## src/rtl/fma_pkg.sv

```systemverilog
// Shared types and constants for the FMA scheduler and its shared serial-load FMA unit.
package fma_pkg;

    typedef logic [31:0] float_t;

    typedef enum logic [2:0] {
        S_IDLE,
        S_ISSUE_A,
        S_ISSUE_B,
        S_ISSUE_C,
        S_WAIT,
        S_RECOVER,
        S_RESP,
        S_FAULT
    } sched_state_t;

    localparam float_t FLOAT_ERR = 32'hFFFF_FFFF;

endpackage

```

## src/rtl/fma_scheduler_if.sv

```systemverilog
// Connection between the scheduler (master) and the shared serial-load FMA unit (slave).
interface fma_scheduler_if;
    import fma_pkg::*;

    logic   fma_start;
    float_t fma_float_in;
    float_t fma_float_out;
    logic   fma_ready;
    logic   fma_error;

    modport master (
        output fma_start,
        output fma_float_in,
        input  fma_float_out,
        input  fma_ready,
        input  fma_error
    );

    modport slave (
        input  fma_start,
        input  fma_float_in,
        output fma_float_out,
        output fma_ready,
        output fma_error
    );

endinterface

```

## src/rtl/fma_scheduler_rr_arbiter.sv

```systemverilog
// Combinational round-robin pick: the first requester after 'last' (wrapping) wins.
module rr_arbiter #(
    parameter  int NREQ = 4,
    localparam int LW   = $clog2(NREQ)
) (
    input  logic [NREQ-1:0] req,
    input  logic [LW-1:0]   last,
    output logic [NREQ-1:0] pick,
    output logic            any
);

    localparam int SW = LW + 1;

    logic [SW-1:0] sum;
    logic [LW-1:0] idx;
    logic          found;

    always_comb begin
        pick  = '0;
        any   = |req;
        found = 1'b0;
        sum   = '0;
        idx   = '0;
        // k == NREQ lands back on 'last' itself, so it only wins when nobody else asks
        for (int k = 1; k <= NREQ; k++) begin
            sum = {1'b0, last} + SW'(k);
            if (sum >= SW'(NREQ)) begin
                sum = sum - SW'(NREQ);
            end
            idx = sum[LW-1:0];
            if (!found && req[idx]) begin
                pick[idx] = 1'b1;
                found     = 1'b1;
            end
        end
    end

endmodule

```

## src/rtl/fma_scheduler.sv

```systemverilog
// Shares one serial-load FMA unit between NREQ requesters: round-robin grant, three-cycle
// operand load, result return with a done pulse, error recovery and a sticky hang timeout.
module fma_scheduler
    import fma_pkg::*;
#(
    parameter int NREQ    = 4,
    parameter int TIMEOUT = 64
) (
    input  logic                 clk,
    input  logic                 rst,
    input  logic [NREQ-1:0]      req,
    input  logic [NREQ*32-1:0]   op_a,
    input  logic [NREQ*32-1:0]   op_b,
    input  logic [NREQ*32-1:0]   op_c,
    output logic [NREQ-1:0]      grant,
    output logic [NREQ-1:0]      done,
    output float_t               result,
    output logic                 result_err,
    output logic                 busy,
    output logic                 fault,
    fma_scheduler_if.master      fma
);

    localparam int LW = $clog2(NREQ);
    localparam int TW = $clog2(TIMEOUT + 1);

    sched_state_t    state_q, state_d;
    logic [NREQ-1:0] grant_q, grant_d;
    logic [LW-1:0]   last_q, last_d;
    float_t          result_q, result_d;
    logic            result_err_q, result_err_d;
    logic            fault_q, fault_d;
    logic [TW-1:0]   tmo_q, tmo_d;
    logic            rec_q, rec_d;

    logic [NREQ-1:0] pick;
    logic            any;
    float_t          sel_a, sel_b, sel_c;

    rr_arbiter #(.NREQ(NREQ)) u_arb (
        .req  (req),
        .last (last_q),
        .pick (pick),
        .any  (any)
    );

    always_comb begin
        sel_a = '0;
        sel_b = '0;
        sel_c = '0;
        for (int i = 0; i < NREQ; i++) begin
            if (grant_q[i]) begin
                sel_a = op_a[32*i +: 32];
                sel_b = op_b[32*i +: 32];
                sel_c = op_c[32*i +: 32];
            end
        end
    end

    always_comb begin
        state_d          = state_q;
        grant_d          = grant_q;
        last_d           = last_q;
        result_d         = result_q;
        result_err_d     = result_err_q;
        fault_d          = fault_q;
        tmo_d            = tmo_q;
        rec_d            = rec_q;
        done             = '0;
        fma.fma_start    = 1'b0;
        fma.fma_float_in = '0;

        case (state_q)
            S_IDLE: begin
                if (any) begin
                    grant_d = pick;
                    state_d = S_ISSUE_A;
                end
            end
            S_ISSUE_A: begin
                fma.fma_start    = 1'b1;
                fma.fma_float_in = sel_a;
                rec_d            = 1'b0;
                state_d          = fma.fma_error ? S_RECOVER : S_ISSUE_B;
            end
            S_ISSUE_B: begin
                fma.fma_float_in = sel_b;
                rec_d            = 1'b0;
                state_d          = fma.fma_error ? S_RECOVER : S_ISSUE_C;
            end
            S_ISSUE_C: begin
                fma.fma_float_in = sel_c;
                rec_d            = 1'b0;
                tmo_d            = '0;
                state_d          = fma.fma_error ? S_RECOVER : S_WAIT;
            end
            S_WAIT: begin
                // Holding c keeps the unit's exponent check quiet while it multiplies
                fma.fma_float_in = sel_c;
                tmo_d            = tmo_q + 1'b1;
                if (fma.fma_ready) begin
                    result_d     = fma.fma_float_out;
                    result_err_d = 1'b0;
                    state_d      = S_RESP;
                end else if (tmo_d == TW'(TIMEOUT)) begin
                    fault_d = 1'b1;
                    state_d = S_FAULT;
                end
            end
            S_RECOVER: begin
                rec_d = 1'b1;
                if (rec_q) begin
                    result_d     = FLOAT_ERR;
                    result_err_d = 1'b1;
                    state_d      = S_RESP;
                end
            end
            S_RESP: begin
                done = grant_q;
                for (int i = 0; i < NREQ; i++) begin
                    if (grant_q[i]) begin
                        last_d = LW'(i);
                    end
                end
                grant_d = '0;
                state_d = S_IDLE;
            end
            S_FAULT: begin
                state_d = S_FAULT;
            end
            default: begin
                state_d = S_IDLE;
            end
        endcase
    end

    always_ff @(posedge clk) begin
        if (rst) begin
            state_q      <= S_IDLE;
            grant_q      <= '0;
            last_q       <= LW'(NREQ - 1);
            result_q     <= '0;
            result_err_q <= 1'b0;
            fault_q      <= 1'b0;
            tmo_q        <= '0;
            rec_q        <= 1'b0;
        end else begin
            state_q      <= state_d;
            grant_q      <= grant_d;
            last_q       <= last_d;
            result_q     <= result_d;
            result_err_q <= result_err_d;
            fault_q      <= fault_d;
            tmo_q        <= tmo_d;
            rec_q        <= rec_d;
        end
    end

    assign grant      = grant_q;
    assign result     = result_q;
    assign result_err = result_err_q;
    assign fault      = fault_q;
    assign busy       = (state_q != S_IDLE);

endmodule

```

## src/flat_wrapper.sv

```systemverilog
// flat-port wrapper written by rule: the top's interface ports become plain ports
module fma_scheduler_flat import fma_pkg::*;
#(
    parameter int NREQ    = 4,
    parameter int TIMEOUT = 64
)
  (clk, rst, req, op_a, op_b, op_c, grant, done, result, result_err, busy, fault, fma_fma_start, fma_fma_float_in, fma_fma_float_out, fma_fma_ready, fma_fma_error);
  fma_scheduler_if fma_i ();
  input  logic clk;
  input  logic rst;
  input  logic [NREQ-1:0] req;
  input  logic [NREQ*32-1:0] op_a;
  input  logic [NREQ*32-1:0] op_b;
  input  logic [NREQ*32-1:0] op_c;
  output logic [NREQ-1:0] grant;
  output logic [NREQ-1:0] done;
  output float_t result;
  output logic result_err;
  output logic busy;
  output logic fault;
  output wire logic [$bits(fma_i.fma_start)-1:0] fma_fma_start;
  output wire logic [$bits(fma_i.fma_float_in)-1:0] fma_fma_float_in;
  input wire logic [$bits(fma_i.fma_float_out)-1:0] fma_fma_float_out;
  input wire logic [$bits(fma_i.fma_ready)-1:0] fma_fma_ready;
  input wire logic [$bits(fma_i.fma_error)-1:0] fma_fma_error;
  assign fma_fma_start = fma_i.fma_start;
  assign fma_fma_float_in = fma_i.fma_float_in;
  assign fma_i.fma_float_out = fma_fma_float_out;
  assign fma_i.fma_ready = fma_fma_ready;
  assign fma_i.fma_error = fma_fma_error;
  fma_scheduler #(.NREQ(NREQ), .TIMEOUT(TIMEOUT)) u_core (.clk(clk), .rst(rst), .req(req), .op_a(op_a), .op_b(op_b), .op_c(op_c), .grant(grant), .done(done), .result(result), .result_err(result_err), .busy(busy), .fault(fault), .fma(fma_i));
endmodule
```

## config.mk

```make
export PLATFORM = sky130hd
export DESIGN_NAME = fma_scheduler_flat
export DESIGN_NICKNAME = d
export VERILOG_FILES = /design/src/rtl/fma_pkg.sv /design/src/rtl/fma_scheduler_if.sv /design/src/rtl/fma_scheduler_rr_arbiter.sv /design/src/rtl/fma_scheduler.sv /design/src/flat_wrapper.sv
export SDC_FILE = /design/constraint.sdc
export NUM_CORES = 1
export LEC_CHECK = 0
export BUFFER_PORTS_ARGS = -buffer_cell sky130_fd_sc_hd__buf_4
export CAP_MARGIN = 10
export CORE_AREA = 2 2 193 195
export CTS_CLUSTER_DIAMETER = 50
export DETAILED_ROUTE_END_ITERATION = 10
export DIE_AREA = 0 0 195 197
export PLACE_DENSITY_LB_ADDON = 0.15
export SLEW_MARGIN = 20
export SYNTH_ARGS = -nofsm -noshare
export SYNTH_HDL_FRONTEND = slang
export SYNTH_SLANG_ARGS = --single-unit
```

## constraint.sdc

```tcl
create_clock -name clk -period 4.6 [get_ports clk]
set_input_delay 0.92 -clock clk [delete_from_list [all_inputs] [get_ports clk]]
set_output_delay 0.92 -clock clk [all_outputs]
set_load 0.01 [all_outputs]
```

; Yosys cells after proc, flatten, opt, wreduce, memory -nomap -nowiden
; Cells that the tools add are included.
[totals]
reg_bits = 51
out_inout_bits = 76
elab_cells = 134
[op_classes]
addsub = 9
magnitude_cmp = 12
n_eq_ne = 12
muxes = 64
bitwise_logic = 4
n_reduce_logical = 25
[op_table]
columns = cell, n
row1 = 32-bit two-way mux, 14
row2 = 32-bit case mux with 3 select lines, 1
row3 = 32-bit case mux with 2 select lines, 1
row4 = 4-bit two-way mux, 6
row5 = 3-bit case mux with 8 select lines, 1
row6 = 3-bit two-way mux, 6
row7 = 2-bit two-way mux, 8
row8 = 1-bit two-way mux, 15
row9 = 7-bit case mux with 2 select lines, 1
row10 = "3-bit == test, second input constant", 4
row11 = "3-bit >= comparator, second input constant", 4
row12 = "2-bit by 3-bit less-than comparator with 1-bit output, second input constant", 4
row13 = 4-bit bitwise OR, 3
row14 = 3-bit AND reduction, 3
row15 = 1-bit binary-select mux with 2-bit select, 4
row16 = 1-bit demux with 2-bit select, 4
row17 = "2-bit by 1-bit >= comparator with 1-bit output, second input constant", 4
row18 = 4-bit case mux with 2 select lines, 1
row19 = 2-bit nonzero test, 4
row20 = "2-bit by 1-bit subtractor with 2-bit output, second input constant", 4
row21 = "7-bit by 1-bit adder with 7-bit output, second input constant", 1
row22 = "7-bit == test, second input constant", 1
row23 = 1-bit logical AND, 7
row24 = "2-bit by 2-bit adder with 3-bit output, second input constant", 2
row25 = 17 further kinds, 23

; Depth between registers and ports, before layout
[depth]
ltp_word = 17
mapped_depth = 8
ltp_nobuf = 7

; Modules after synthesis
; From an unflattened synthesis, not the netlist that was laid out.
[hier_totals]
hier_cells = 805
hier_area_um2 = 5990.7
[modules_own_cells]
columns = module, instances, cells_per_inst, area_each_um2, seq_area_each_um2
row1 = fma_scheduler, 1, 766, 5625.4, 1021.0
row2 = rr_arbiter, 1, 39, 365.4, 0.0

; Worst setup path before layout
; No wires, ideal clock.
[synth_path]
path_type = flip-flop to output port
startpoint = register u_core.grant_q[3] (netlist: u_core.grant[3])
endpoint = output port fma_fma_float_in[18]
t_arrival_ns = 1.689
required_time_ns = 3.680
setup_slack_ns = 1.991
stages_incl_launch_ff = 8
cell_sequence = dfxtp_1 or2_1 clkbuf_1 buf_2 buf_2 a221oi_1 nor3_1 or3_1
[synth_via]
elab_chain_cells = 2
elab_cells_between_ends = 4
[synth_lines]
columns = item, line
row1 = "start, declared", fma_scheduler.sv:28  ; logic [NREQ-1:0] grant_q, grant_d;
row2 = "start signal, assigned", fma_scheduler.sv:149  ; grant_q <= grant_d;
row3 = 32-bit two-way mux, fma_scheduler.sv:52  ; if (grant_q[i]) begin
row4 = 32-bit case mux with 3 select lines (*), fma_scheduler.sv:73  ; case (state_q)
row5 = "end, declared", flat_wrapper.sv:22  ; output wire logic [$bits(fma_i.fma_float_in)-1:0] fma_fma_float_in;
; Every way passes the cells marked *; elsewhere a longest branch is shown, timed or not.

; Worst setup path after layout
[layout_path]
startpoint = register u_core.grant_q[0] (netlist: u_core.grant[0])
endpoint = output port fma_fma_float_in[22]
[layout_via]
elab_chain_cells = 5
elab_cells_between_ends = 13
[layout_lines]
columns = item, line
row1 = 32-bit two-way mux (4 in a row), fma_scheduler.sv:52
row2 = 32-bit case mux with 3 select lines (*), fma_scheduler.sv:73
; Marks and branches as above.

==> results_dict.tcl <==
set metrics [dict create \
    finalInstanceArea_um2 9370 \
    area_growth_pct 88.8 \
    place.gp.congestion 0.906 \
    syn-cell-area_um2 4960 \
    post_cts.repair.setup_buffers 0 \
    cts.reportedPaths.clkPinSlew_ns 0.07 \
    num_rows 70 \
    final_clock_skew_ns 0.00818 \
    mappedNetlistNets 1148 \
    finalSetupViolCount 0 \
    die-area_um2 38400 \
    post_cts_resize_count 0 \
    synth_edf_count 0 \
    layout.cells.non_filler 1630 \
    timing.critical_path.to_type "output port" \
    startpoint_type "flop" \
    fin_ws_ns 0.876 \
    warnings_synthesis 0 \
    route.detailed.vias_per_inst 4.88 \
    grt.total_usage_pct 19.7 \
    hpwlAfterDp_um 32700 \
    antenna_violations_before_repair 14 \
    dpl_worst_slack_ns 1.02 \
    place.port_buffers 499 \
    tritoncts.num_buffers 5 \
    x_dimension_of_the_die_um 195 \
    crit_fanout 32 \
    synth.lib_cells_used.distinct 46 \
    wire_per_inst_um 24.8 \
    clk_root_buffer_cell "sky130_fd_sc_hd__clkbuf_16" \
    drt.antenna.violating_nets 0 \
    hold_path_startpoint "u_core.fault" \
    post-layout-total-power_mw 3.48 \
    wirelength_um 40500 \
    synth_flop_cell "sky130_fd_sc_hd__dfxtp_1" \
    share_of_flip_flops_with_an_asynchronous_set_or_reset_pct 0 \
    finalSetupTns_ns 0 \
    fp.dieH_um 197 \
    cts_hold_repair.buffers 0 \
    placed_cell_area_um2 9180 \
    unrepaired_setup_endpoints_after_global_routing "no" \
    critical_path.startpoint "u_core.grant[0]" \
    grt_pass1_wl_um 55700 \
    io_pins 500 \
    cts_tree "done" \
    finalHoldViolCount 0 \
    avgSynthCellArea_um2 6.94 \
    routed-via-count 7959 \
    critPathArrivalTime_ns 2.80 \
    rr_startpoint "u_core.last_q[0]" \
    layout.filler_cells 4094 \
    status "finished clean" \
    max_freq_mhz 269 \
    drt_drc_violations_left 0 \
    hold_path_class "flop to flop" \
    maximum_capacitance_violations 0 \
    clock_path_buffers 2 \
    reg2reg_setup_slack_ns 1.97 \
    placedCellCount 1617 \
    grt_start_max_net_pins 102 \
    storage_cell_area_um2 1020 \
    core_region_um2 36300 \
    worst_slew_pin_slew_ns 1.01 \
    h_tree_depth 2 \
    final-max-slew-violation-count 0 \
    leakagePower_nw 4.18 \
    global_route.overflow_total 0 \
    worst_slew_margin_rel_pct 32.9 \
    number_of_search_and_repair_iterations_in_the_first_detailed_routing_pass 4 \
    timing_worst_setup_path_type "flop to output port" \
    worst-endpoint-required_ns 3.68 \
    nets 1589 \
    min_period_ns 3.72 \
    min_period_over_period_pct 81.0 \
    ys_seq_elements 51 \
    max-vdd-ir-drop_uv 240 \
    yosysSeqAreaShare_pct 20.6 \
    start_util_pct 13.7 \
    drtIter0Drc 413 \
    worst_skew_pair.late_latency_ns 0.30 \
    multi_input_area_um2 3570 \
    syn_inst 715 \
    tritoncts_num_sinks 51 \
    share_of_post_route_cells_with_drive_strength_above_1_pct 47.2 \
    grt_pass1_vias 7914 \
    power_dens_cells_nw_per_um2 372 \
]
## worst max-delay path, stage by stage, from the launching register on
cell and delay, ns:
sky130_fd_sc_hd__dfxtp_1 0.39, sky130_fd_sc_hd__inv_1 0.12, sky130_fd_sc_hd__nor2_4 0.72, sky130_fd_sc_hd__buf_4 0.35, sky130_fd_sc_hd__a221oi_1 0.10, sky130_fd_sc_hd__nor3_1 0.42
sky130_fd_sc_hd__or3_1 0.23, sky130_fd_sc_hd__buf_4 0.14
## sequential cells by signal, indices dropped and copies added (netlist names)
signal / flops
u_core.result: 32
u_core.state_q: 3
u_core.result_err: 1
u_core.rec_q: 1
u_core.tmo_q: 7
u_core.grant: 4
u_core.fault: 1
u_core.last_q: 2
## where the power goes
part           internal [mW]  switching [mW]
Clock                  0.271           0.177
Combinational           1.10            1.39
Sequential             0.498          0.0544
Total                   1.87            1.62
## stage by stage
stage,hold WS (ns),utilization [%]
floorplan,0.450,-
global placement,0.458,25.3
detailed placement,0.467,25.3
CTS,0.491,25.8
global route,0.524,25.8
finish,0.484,25.8
## cells by family after synthesis
family / count (synthesis) / share of synthesized area [%]
buf+inv: 98 / 8.02
fa+ha+maj: 9 / 2.27
compound gates: 250 / 36.7
flops: 51 / 20.6
simple gates: 299 / 30.2
mux: 8 / 2.17
## path summary, 6_finish.rpt
kind,end,cells past startpoint
setup / recovery,fma_fma_float_in[22],7
setup reg to reg,u_core.grant[0],7
hold reg to reg,u_core.fault,2
hold / removal,u_core.fault,2
## cells in the mapped netlist (all sizes together) (6+ instances only)
| master | instances | share of area [%] |
|---|---|---|
| clkbuf | 68 | 5.1 |
| a221oi | 96 | 17 |
| nor3 | 163 | 16 |
| dfxtp | 51 | 21 |
| ha | 9 | 2.3 |
| nor2 | 57 | 4.4 |
| o211ai | 7 | 1.1 |
| o21ai | 13 | 1.3 |
| a21oi | 18 | 1.8 |
| and3 | 6 | 0.76 |
| nand2 | 23 | 1.7 |
| inv | 12 | 0.91 |
| or3 | 37 | 4.8 |
| buf | 18 | 2.0 |
| o22ai | 96 | 12 |
## area by class of cell
cell class,count,area share [%]
timing repair buffer,520,42.2
clock inverter,2,0.374
sequential,51,10.9
inverter,12,0.494
clock buffer,6,1.48
multi-input combinational,566,38.1
antenna,5,0.134
tap,468,6.25
## per-layer routing
| metal | track usage [%] | wire length (µm) | vias up |
|---|---|---|---|
| li1 | - | - | 3758 |
| met1 | 24.3 | 16300 | 3745 |
| met2 | 33.2 | 19700 | 391 |
| met3 | 6.28 | 3610 | 49 |
| met4 | 4.61 | 838 | 16 |
| met5 | 0 | 104 | - |
## cell usage in the layout (no fill, tap or decap), types with 2 or more instances in the layout
master and count:
sky130_fd_sc_hd__dfxtp_1 50, sky130_fd_sc_hd__a221oi_1 96, sky130_fd_sc_hd__clkbuf_16 5, sky130_fd_sc_hd__o22ai_1 96, sky130_fd_sc_hd__nand3b_1 2, sky130_fd_sc_hd__buf_4 516
sky130_fd_sc_hd__inv_1 11, sky130_fd_sc_hd__and3_1 6, sky130_fd_sc_hd__o21ai_0 13, sky130_fd_sc_hd__a32o_1 4, sky130_fd_sc_hd__ha_1 9, sky130_fd_sc_hd__buf_12 4
sky130_fd_sc_hd__nor2_4 2, sky130_fd_sc_hd__nand2_1 22, sky130_fd_sc_hd__o211ai_1 7, sky130_fd_sc_hd__or3_1 35, sky130_fd_sc_hd__nor2b_1 2, sky130_fd_sc_hd__o31ai_1 2
sky130_fd_sc_hd__nor3_1 163, sky130_fd_sc_hd__mux4_2 2, sky130_fd_sc_hd__a21oi_1 18, sky130_fd_sc_hd__mux2i_1 4, sky130_fd_sc_hd__mux2_2 2, sky130_fd_sc_hd__nor2_1 54
sky130_fd_sc_hd__a211oi_1 2, sky130_fd_sc_hd__clkinv_2 2, sky130_fd_sc_hd__a31oi_1 4, sky130_fd_sc_hd__diode_2 5
Power figures use the tool's default switching activity.
